$ cat src/rtl/matrix_xpose_sched_pkg.sv
// Shared constants and types for the matrix transpose scheduler.
// Holds the operand geometry, FSM state encoding and requester-id type.
package matrix_xpose_sched_pkg;

    localparam int ELEM_W  = 8;
    localparam int DIM_MAX = 5;
    localparam int MAT_W   = DIM_MAX * DIM_MAX * ELEM_W;

    typedef enum logic [1:0] {
        ST_IDLE   = 2'd0,
        ST_LAUNCH = 2'd1,
        ST_HOLD   = 2'd2
    } state_t;

    typedef logic       req_id_t;
    typedef logic [2:0] dim_t;

    // A dimension pair is usable only when both sides are in 1..DIM_MAX.
    function automatic logic dims_ok(input dim_t m, input dim_t n);
        return (m != 3'd0) && (m <= 3'(DIM_MAX)) &&
               (n != 3'd0) && (n <= 3'(DIM_MAX));
    endfunction

endpackage

$ cat src/rtl/matrix_xpose_sched_transpose.sv
// Combinational transpose unit: swaps rows and columns of an m x n operand
// inside a fixed 5x5 byte grid, zeroing everything outside the n x m result.
module matrix_xpose_sched_transpose
    import matrix_xpose_sched_pkg::ELEM_W, matrix_xpose_sched_pkg::DIM_MAX,
           matrix_xpose_sched_pkg::dim_t, matrix_xpose_sched_pkg::dims_ok;
#(
    parameter int MAT_W = matrix_xpose_sched_pkg::MAT_W
)(
    input  logic [2:0]       m_i,
    input  logic [2:0]       n_i,
    input  logic [MAT_W-1:0] mat_i,
    output logic [MAT_W-1:0] result_o,
    output logic [2:0]       m_out_o,
    output logic [2:0]       n_out_o,
    output logic             err_o
);

    logic valid;

    assign valid   = dims_ok(dim_t'(m_i), dim_t'(n_i));
    assign err_o   = ~valid;
    assign m_out_o = valid ? n_i : 3'd0;
    assign n_out_o = valid ? m_i : 3'd0;

    // Move element (i,j) to (j,i) for the live region; padding stays zero.
    always_comb begin
        // NOTE: every output of a combinational block gets a default first, so no path can leave it unassigned and infer a latch.
        result_o = '0;
        for (int i = 0; i < DIM_MAX; i++) begin
            for (int j = 0; j < DIM_MAX; j++) begin
                if (valid && (3'(i) < m_i) && (3'(j) < n_i)) begin
                    result_o[(j*DIM_MAX + i)*ELEM_W +: ELEM_W] =
                        mat_i[(i*DIM_MAX + j)*ELEM_W +: ELEM_W];
                end
            end
        end
    end

endmodule

$ cat src/rtl/matrix_xpose_sched.sv
// Two-requester transpose scheduler: round-robin arbitration in IDLE,
// one LAUNCH cycle through the transpose unit, then the result is held
// in HOLD until the consumer acks or the ack timeout expires.
module matrix_xpose_sched
    import matrix_xpose_sched_pkg::state_t, matrix_xpose_sched_pkg::ST_IDLE,
           matrix_xpose_sched_pkg::ST_LAUNCH, matrix_xpose_sched_pkg::ST_HOLD,
           matrix_xpose_sched_pkg::req_id_t;
#(
    parameter int ACK_TIMEOUT = 16,
    parameter int MAT_W       = matrix_xpose_sched_pkg::MAT_W
)(
    input  logic             clk,
    input  logic             reset,
    input  logic             req0,
    input  logic             req1,
    input  logic [2:0]       m0,
    input  logic [2:0]       n0,
    input  logic [2:0]       m1,
    input  logic [2:0]       n1,
    input  logic [MAT_W-1:0] mat0,
    input  logic [MAT_W-1:0] mat1,
    input  logic             ack,
    output logic             gnt0,
    output logic             gnt1,
    output logic             busy,
    output logic             done,
    output logic             done_id,
    output logic             err,
    output logic [2:0]       m_out,
    output logic [2:0]       n_out,
    output logic [MAT_W-1:0] result,
    output logic             timeout
);

    localparam int CNT_W = $clog2(ACK_TIMEOUT + 1);

    state_t           state_q;
    req_id_t          ptr_q;
    req_id_t          id_q;
    logic [CNT_W-1:0] cnt_q;
    logic [2:0]       m_q;
    logic [2:0]       n_q;
    logic [MAT_W-1:0] mat_q;

    logic             gnt0_q;
    logic             gnt1_q;
    logic             busy_q;
    logic             done_q;
    logic             done_id_q;
    logic             err_q;
    logic [2:0]       m_out_q;
    logic [2:0]       n_out_q;
    logic [MAT_W-1:0] result_q;
    logic             timeout_q;

    req_id_t          gnt_id_d;
    logic [2:0]       m_d;
    logic [2:0]       n_d;
    logic [MAT_W-1:0] mat_d;

    logic [MAT_W-1:0] xp_result;
    logic [2:0]       xp_m_out;
    logic [2:0]       xp_n_out;
    logic             xp_err;

    // Pick the winner among pending requests and steer its operands.
    always_comb begin
        gnt_id_d = req_id_t'(req1);
        if (req0 && req1) begin
            gnt_id_d = ~ptr_q;
        end
        m_d   = gnt_id_d ? m1   : m0;
        n_d   = gnt_id_d ? n1   : n0;
        mat_d = gnt_id_d ? mat1 : mat0;
    end

    matrix_xpose_sched_transpose #(
        .MAT_W (MAT_W)
    ) u_transpose_unit (
        .m_i      (m_q),
        .n_i      (n_q),
        .mat_i    (mat_q),
        .result_o (xp_result),
        .m_out_o  (xp_m_out),
        .n_out_o  (xp_n_out),
        .err_o    (xp_err)
    );

    // Sequencer: arbitration, operand latch, result capture and ack/timeout.
    always_ff @(posedge clk) begin
        // NOTE: state is updated with non-blocking assignments so every register sees pre-edge values, independent of statement order.
        if (!reset) begin
            state_q   <= ST_IDLE;
            ptr_q     <= 1'b1;
            id_q      <= 1'b0;
            cnt_q     <= '0;
            m_q       <= '0;
            n_q       <= '0;
            mat_q     <= '0;
            gnt0_q    <= 1'b0;
            gnt1_q    <= 1'b0;
            busy_q    <= 1'b0;
            done_q    <= 1'b0;
            done_id_q <= 1'b0;
            err_q     <= 1'b0;
            m_out_q   <= '0;
            n_out_q   <= '0;
            result_q  <= '0;
            timeout_q <= 1'b0;
        end else begin
            gnt0_q    <= 1'b0;
            gnt1_q    <= 1'b0;
            timeout_q <= 1'b0;
            case (state_q)
                ST_IDLE: begin
                    if (req0 || req1) begin
                        state_q <= ST_LAUNCH;
                        busy_q  <= 1'b1;
                        id_q    <= gnt_id_d;
                        ptr_q   <= gnt_id_d;
                        m_q     <= m_d;
                        n_q     <= n_d;
                        mat_q   <= mat_d;
                        gnt0_q  <= ~gnt_id_d;
                        gnt1_q  <= gnt_id_d;
                    end
                end
                ST_LAUNCH: begin
                    state_q   <= ST_HOLD;
                    cnt_q     <= '0;
                    done_q    <= 1'b1;
                    done_id_q <= id_q;
                    err_q     <= xp_err;
                    m_out_q   <= xp_m_out;
                    n_out_q   <= xp_n_out;
                    result_q  <= xp_result;
                end
                ST_HOLD: begin
                    if (ack) begin
                        state_q <= ST_IDLE;
                        busy_q  <= 1'b0;
                        done_q  <= 1'b0;
                    end else if (cnt_q == CNT_W'(ACK_TIMEOUT - 1)) begin
                        state_q   <= ST_IDLE;
                        busy_q    <= 1'b0;
                        done_q    <= 1'b0;
                        timeout_q <= 1'b1;
                    end else begin
                        cnt_q <= cnt_q + CNT_W'(1);
                    end
                end
                default: begin
                    state_q <= ST_IDLE;
                    busy_q  <= 1'b0;
                    done_q  <= 1'b0;
                end
            endcase
        end
    end

    assign gnt0    = gnt0_q;
    assign gnt1    = gnt1_q;
    assign busy    = busy_q;
    assign done    = done_q;
    assign done_id = done_id_q;
    assign err     = err_q;
    assign m_out   = m_out_q;
    assign n_out   = n_out_q;
    assign result  = result_q;
    assign timeout = timeout_q;

endmodule

$ cat config.mk
export PLATFORM = sky130hd
export DESIGN_NAME = matrix_xpose_sched
export DESIGN_NICKNAME = d
export VERILOG_FILES = /design/src/rtl/matrix_xpose_sched_pkg.sv /design/src/rtl/matrix_xpose_sched_transpose.sv /design/src/rtl/matrix_xpose_sched.sv
export SDC_FILE = /design/constraint.sdc
export NUM_CORES = 1
export LEC_CHECK = 0
export ABC_AREA = 1
export CELL_PAD_IN_SITES_DETAIL_PLACEMENT = 0
export CELL_PAD_IN_SITES_GLOBAL_PLACEMENT = 1
export CORE_AREA = 2 2 243 245
export CTS_BUF_LIST = sky130_fd_sc_hd__clkbuf_4
export DETAILED_ROUTE_END_ITERATION = 12
export DIE_AREA = 0 0 245 247
export GPL_TIMING_DRIVEN = 1
export HOLD_SLACK_MARGIN = 0.15
export PLACE_DENSITY = 0.79
export SKIP_CTS_REPAIR_TIMING = 1
export SYNTH_ARGS = -nofsm -noshare
export SYNTH_HDL_FRONTEND = slang
export SYNTH_SLANG_ARGS = --single-unit
$ cat constraint.sdc
create_clock -name clk -period 1.56 [get_ports clk]
set_clock_uncertainty 0.15 [all_clocks]
set_input_delay 0.39 -clock clk [delete_from_list [all_inputs] [get_ports clk]]
set_output_delay 0.39 -clock clk [all_outputs]
set_load 0.05 [all_outputs]
---- Word-level counts from Yosys, hierarchy flattened ----
Cells that the tools add are included.
W data, S select, Z words.
operators by class
  add/subtract/negate cells ............... 1
  $lt $le $gt $ge ......................... 12
  equality and inequality tests ........... 7
  multiplexer cells ....................... 44
  bitwise logic cells ..................... 7
  reduce and logical (&&, ||, !) cells .... 46
operator list
  operator               number
  $mux W200              1
  $mux W8                25
  $logic_and A1 B1 Y1    34
  $lt A1 B3 Y1 const A   4
  $lt A2 B3 Y1 const A   4
  $mux W3                4
  $mux W5                2
  $pmux W5 S2            1
  $reduce_and A3 Y1      3
  $not A1 Y1             7
  $le A3 B3 Y1 const B   2
  $lt A3 B3 Y1 const A   2
  $mux W2                3
  $ne A2 B2 Y1 const B   3
  $pmux W1 S3            2
  $pmux W2 S3            1
  $reduce_and A2 Y1      3
  $reduce_bool A3 Y1     2
  $add A5 B1 Y5 const B  1
  $eq A5 B4 Y1 const B   1
  $mux W1                5
  $ne A3 B3 Y1 const B   1
  $reduce_or A3 Y1       1
  $eq A2 B1 Y1 const B   1
  other kinds (4)        4
word-level totals
  flip-flop bits (word level) ............. 428
  bits of input ports ..................... 417
  output and inout port bits .............. 213
  logic and storage cells ................. 134

---- Logic depth before layout (Yosys ltp) ----
  word-level depth ........................ 7
  depth in mapped cells ................... 10
  mapped depth without buffers ............ 10

---- Hierarchy ----
Synthesis repeated with hierarchy kept, for this count alone.
unflattened totals
  cells, all modules ...................... 2993
  area total of the unflattened synthesis .. 19693.9 sq um
by module, submodules not included
  module                        instances  cells an instance  area an instance (sq um)  sequential area each (sq um)
  matrix_xpose_sched            1          2529               17626.9                   8568.2
  matrix_xpose_sched_transpose  1          464                2067.0                    0.0

---- Worst setup path before layout ----
OpenSTA, ideal clock, no wires.
  path type ............................... input-to-reg
  from .................................... input port reset
  to ...................................... register result_q[168] (netlist: result[168])
  setup time .............................. 0.059 ns
  data arrival time ....................... 1.438 ns
  required time ........................... 1.351 ns
  setup slack ............................. -0.087 ns
  stages on the path ...................... 8
  path buffers ............................ 2
  cells stage by stage .................... buf_2 inv_2 nor3_1 buf_2 inv_1 nor2_2 nand3_1 nand2_1
RTL lines
  element               RTL line                   text
  from (decl)           matrix_xpose_sched.sv:13   input logic reset,
  to (signal assigned)  matrix_xpose_sched.sv:136  result_q <= xp_result;
  to (decl)             matrix_xpose_sched.sv:53   logic [MAT_W-1:0] result_q;

---- Worst setup path after layout ----
  from .................................... register result_q[33] (netlist: result[33])
  to ...................................... output port result[33]
RTL lines
  element    RTL line                  text
  to (decl)  matrix_xpose_sched.sv:31  output logic [MAT_W-1:0] result,
No word-level cell between the ends.

==> results.json <==
{
  "outcome": "finished with violations",
  "violations": "setup timing",
  "areaGrowthSynthToFinish_pct": 118,
  "period_minus_slack_ns": 1.95,
  "cap_violations": 0,
  "cts_root_buf": "clkbuf_4",
  "drt-total-wl_mm": 90.8,
  "p_int_w": 0.0214,
  "drv_slew": 0,
  "worstSetupEndpointType": "output port",
  "critPathKind": "flip-flop to output port",
  "final_cell_count_no_fill": 4354,
  "max_freq_ghz": 0.512,
  "required_ns": 1.02,
  "via_count": 22100,
  "p_leak_nw": 15.0,
  "drive_above_1_share": 0.300,
  "cts_tree": "yes",
  "cts.path.max_buffers": 3,
  "synthTopCellsByArea": "dfxtp_1 52%, nand2_1 20%, o21ai_0 7.5%",
  "synth_cell_types": 29,
  "fin_crit_sh": 1.25,
  "grt_pass1_vias": 18400,
  "clk_latency_ns": 0.88,
  "syn-num-nets": 2659,
  "avgViaCountPerCell": 5.07,
  "grt_pass1_wl_mm": 106,
  "syn_area_mm2": 0.0166,
  "hold_viol": 0,
  "critPathBufInv": 1,
  "synth_most_common_cell": "nand2_1",
  "cts_num_sinks": 428,
  "grt_max_degree": 72,
  "ant_nets": 0,
  "overflow": 0,
  "yosys_warnings": 0,
  "total_power_w": 0.0310,
  "p_clk_frac": 0.342,
  "slowest_delay_ns": 0.37,
  "rsz0062_at_grt": "true",
  "die_w_um": 245,
  "initialDrtViolationCount": 1431,
  "clkTransAtPathRegs_ns": 0.08,
  "worstSetupStartpointType": "flip-flop",
  "p_switching_w": 0.00964,
  "synth_common_cells": "885 x nand2_1, 428 x dfxtp_1, 249 x o21ai_0, 188 x a31oi_1, 129 x clkbuf_1",
  "cp_max_fo": 2,
  "core_area_mm2": 0.0582,
  "worst_slew_pin_slew_ns": 0.398,
  "numCtsBuffers": 118,
  "seqPwrFrac": 0.392,
  "fp-row-count": 89,
  "synth_cells": 2240,
  "pwr-share-comb": 0.266,
  "synthArstFlopShare": 0,
  "timing.slew.headroom": 0.732,
  "pin_count": 630,
  "vdd_drop_max_mv": 0.679,
  "wl_per_cell_um": 20.9,
  "powerDensity_mw_per_mm2": 857,
  "synth.top_cell.area_share": 0.516,
  "nets": 3899,
  "swShare": 0.311,
  "first_pass_iters": 5,
  "drc": 0,
  "gp_congestion": 0.870,
  "globalRouteTotalUtil": 0.225,
  "fin_setup_tns_ns": -102.43,
  "syn_area_per_cell_um2": 7.42,
  "synth_edf_count": 0,
  "synth_ff_type": "dfxtp_1",
  "synth_top_area_cell": "dfxtp_1",
  "placed_area_mm2": 0.0268,
  "initial_core_util": 0.285,
  "dieArea_mm2": 0.0605,
  "port_buffers": 629,
  "synth_seq_cells": 428,
  "setup_violations": 585,
  "path_delay_family": "flip-flops",
  "place_hpwl_mm": 51.6,
  "crit_arrival_ns": 1.41,
  "crit_path_cell_trace": "buf_12",
  "synth.yosys.seq_area_share": 0.516,
  "dp.cells": 3602,
  "cts_max_level": 3,
  "antenna_found_initial": 3,
  "die_y_um": 247,
  "crit_slowest_cell": "dfxtp_2",
  "min_path_type": "input pin to flip-flop",
  "stdcell_area_mm2": 0.0362,
  "finalWorstSetupSlack_ns": -0.391
}
## layout by cell type, fill, tap and decap left out, drive strengths merged
cell / Yosys / routed
ha: 2 / 2
clkinvlp: 0 / 1
clkdlybuf4s50: 0 / 415
nor3: 4 / 4
nand2: 891 / 891
a31o: 1 / 1
xor2: 1 / 1
a22o: 2 / 2
buf: 36 / 411
dfxtp: 428 / 428
diode: 0 / 6
o21ai: 266 / 266
nand4: 48 / 48
nor2: 57 / 57
bufinv: 0 / 2
a21oi: 21 / 21
o211ai: 1 / 1
nand3: 81 / 81
o22ai: 1 / 1
inv: 72 / 75
nand3b: 8 / 8
clkinv: 3 / 42
dlygate4sd3: 0 / 413
clkbuf: 129 / 216
a31oi: 188 / 188
## power by group through the flow
stage	Clock (W)	Sequential [W]	Combinational [W]
after global placement	0	0.0123	0.00505
after CTS	0.0108	0.0121	0.00514
final	0.0106	0.0122	0.00825
after global routing	0.0114	0.0122	0.00870
after floorplan	0	0.0123	0.00223
after detailed placement	0	0.0123	0.00511
## state kept, by name (all words and copies together), names as in the netlist, 2 cells and up
| name | flops |
|---|---|
| m_q | 3 |
| n_out | 3 |
| mat_q | 200 |
| result | 200 |
| state_q | 2 |
| n_q | 3 |
| cnt_q | 5 |
| m_out | 3 |
## layer usage
layer,vias up,GRT usage,part of all wire
met5,-,0,0
met4,0,0.103,0.051
met3,341,0.0584,0.077
met2,1148,0.382,0.49
met1,10500,0.265,0.38
li1,10100,-,-
## area by class of cell
cell class,instances,area (µm²)
Fill cell,4456,22100
Timing Repair Buffer,1280,16100
Sequential cell,428,8940
Multi-Input combinational cell,1572,8160
Clock buffer,175,1310
Tap cell,773,967
Inverter,75,343
Clock inverter,40,219
Timing Repair inverter,5,68.8
Antenna cell,6,15.0
## worst register-to-register path, cell delays in order, from the launching register on
cell and delay [ns]:
dfxtp_4 0.37, inv_4 0.07, nand2_4 0.05, nor2_4 0.17, buf_6 0.16, clkbuf_16 0.16, buf_12 0.12, clkbuf_16 0.16
o21ai_0 0.09, a31oi_1 0.21
## final timing paths
| check | start | to | slack, ns | cells after the start |
|---|---|---|---|---|
| max | result[33] | result[33] | -0.39 | 1 |
| min | mat1[110] | mat_q[110] | 0.18 | 5 |
| max reg2reg | state_q[0] | mat_q[46] | -0.24 | 9 |
| min reg2reg | mat_q[69] | result[133] | 0.27 | 2 |
## cell families (layout without fill, tap and decap cells)
| kind of cell | after synthesis | in the layout | share of synthesized area |
|---|---|---|---|
| adder cells (fa/ha/maj) | 2 | 2 | 0.00151 |
| flip-flops | 428 | 428 | 0.516 |
| AO/OA/AOI/OAI | 480 | 480 | 0.160 |
| AND/OR/NAND/NOR | 1089 | 1089 | 0.266 |
| other | 0 | 6 | 0 |
| XOR/XNOR | 1 | 1 | 0.000527 |
| buffers and inverters | 240 | 1575 | 0.0566 |
## through the flow
stage               hold slack, ns   util  worst slack, ns
global placement             0.275  0.461           -0.650
detailed placement           0.279  0.461           -0.687
floorplan                    0.264      -          -0.0507
CTS                         -0.280  0.487           -0.679
global route                 0.161  0.621           -0.473
finish                       0.179  0.621           -0.391
Note: power is estimated with default switching activity, not from simulation.
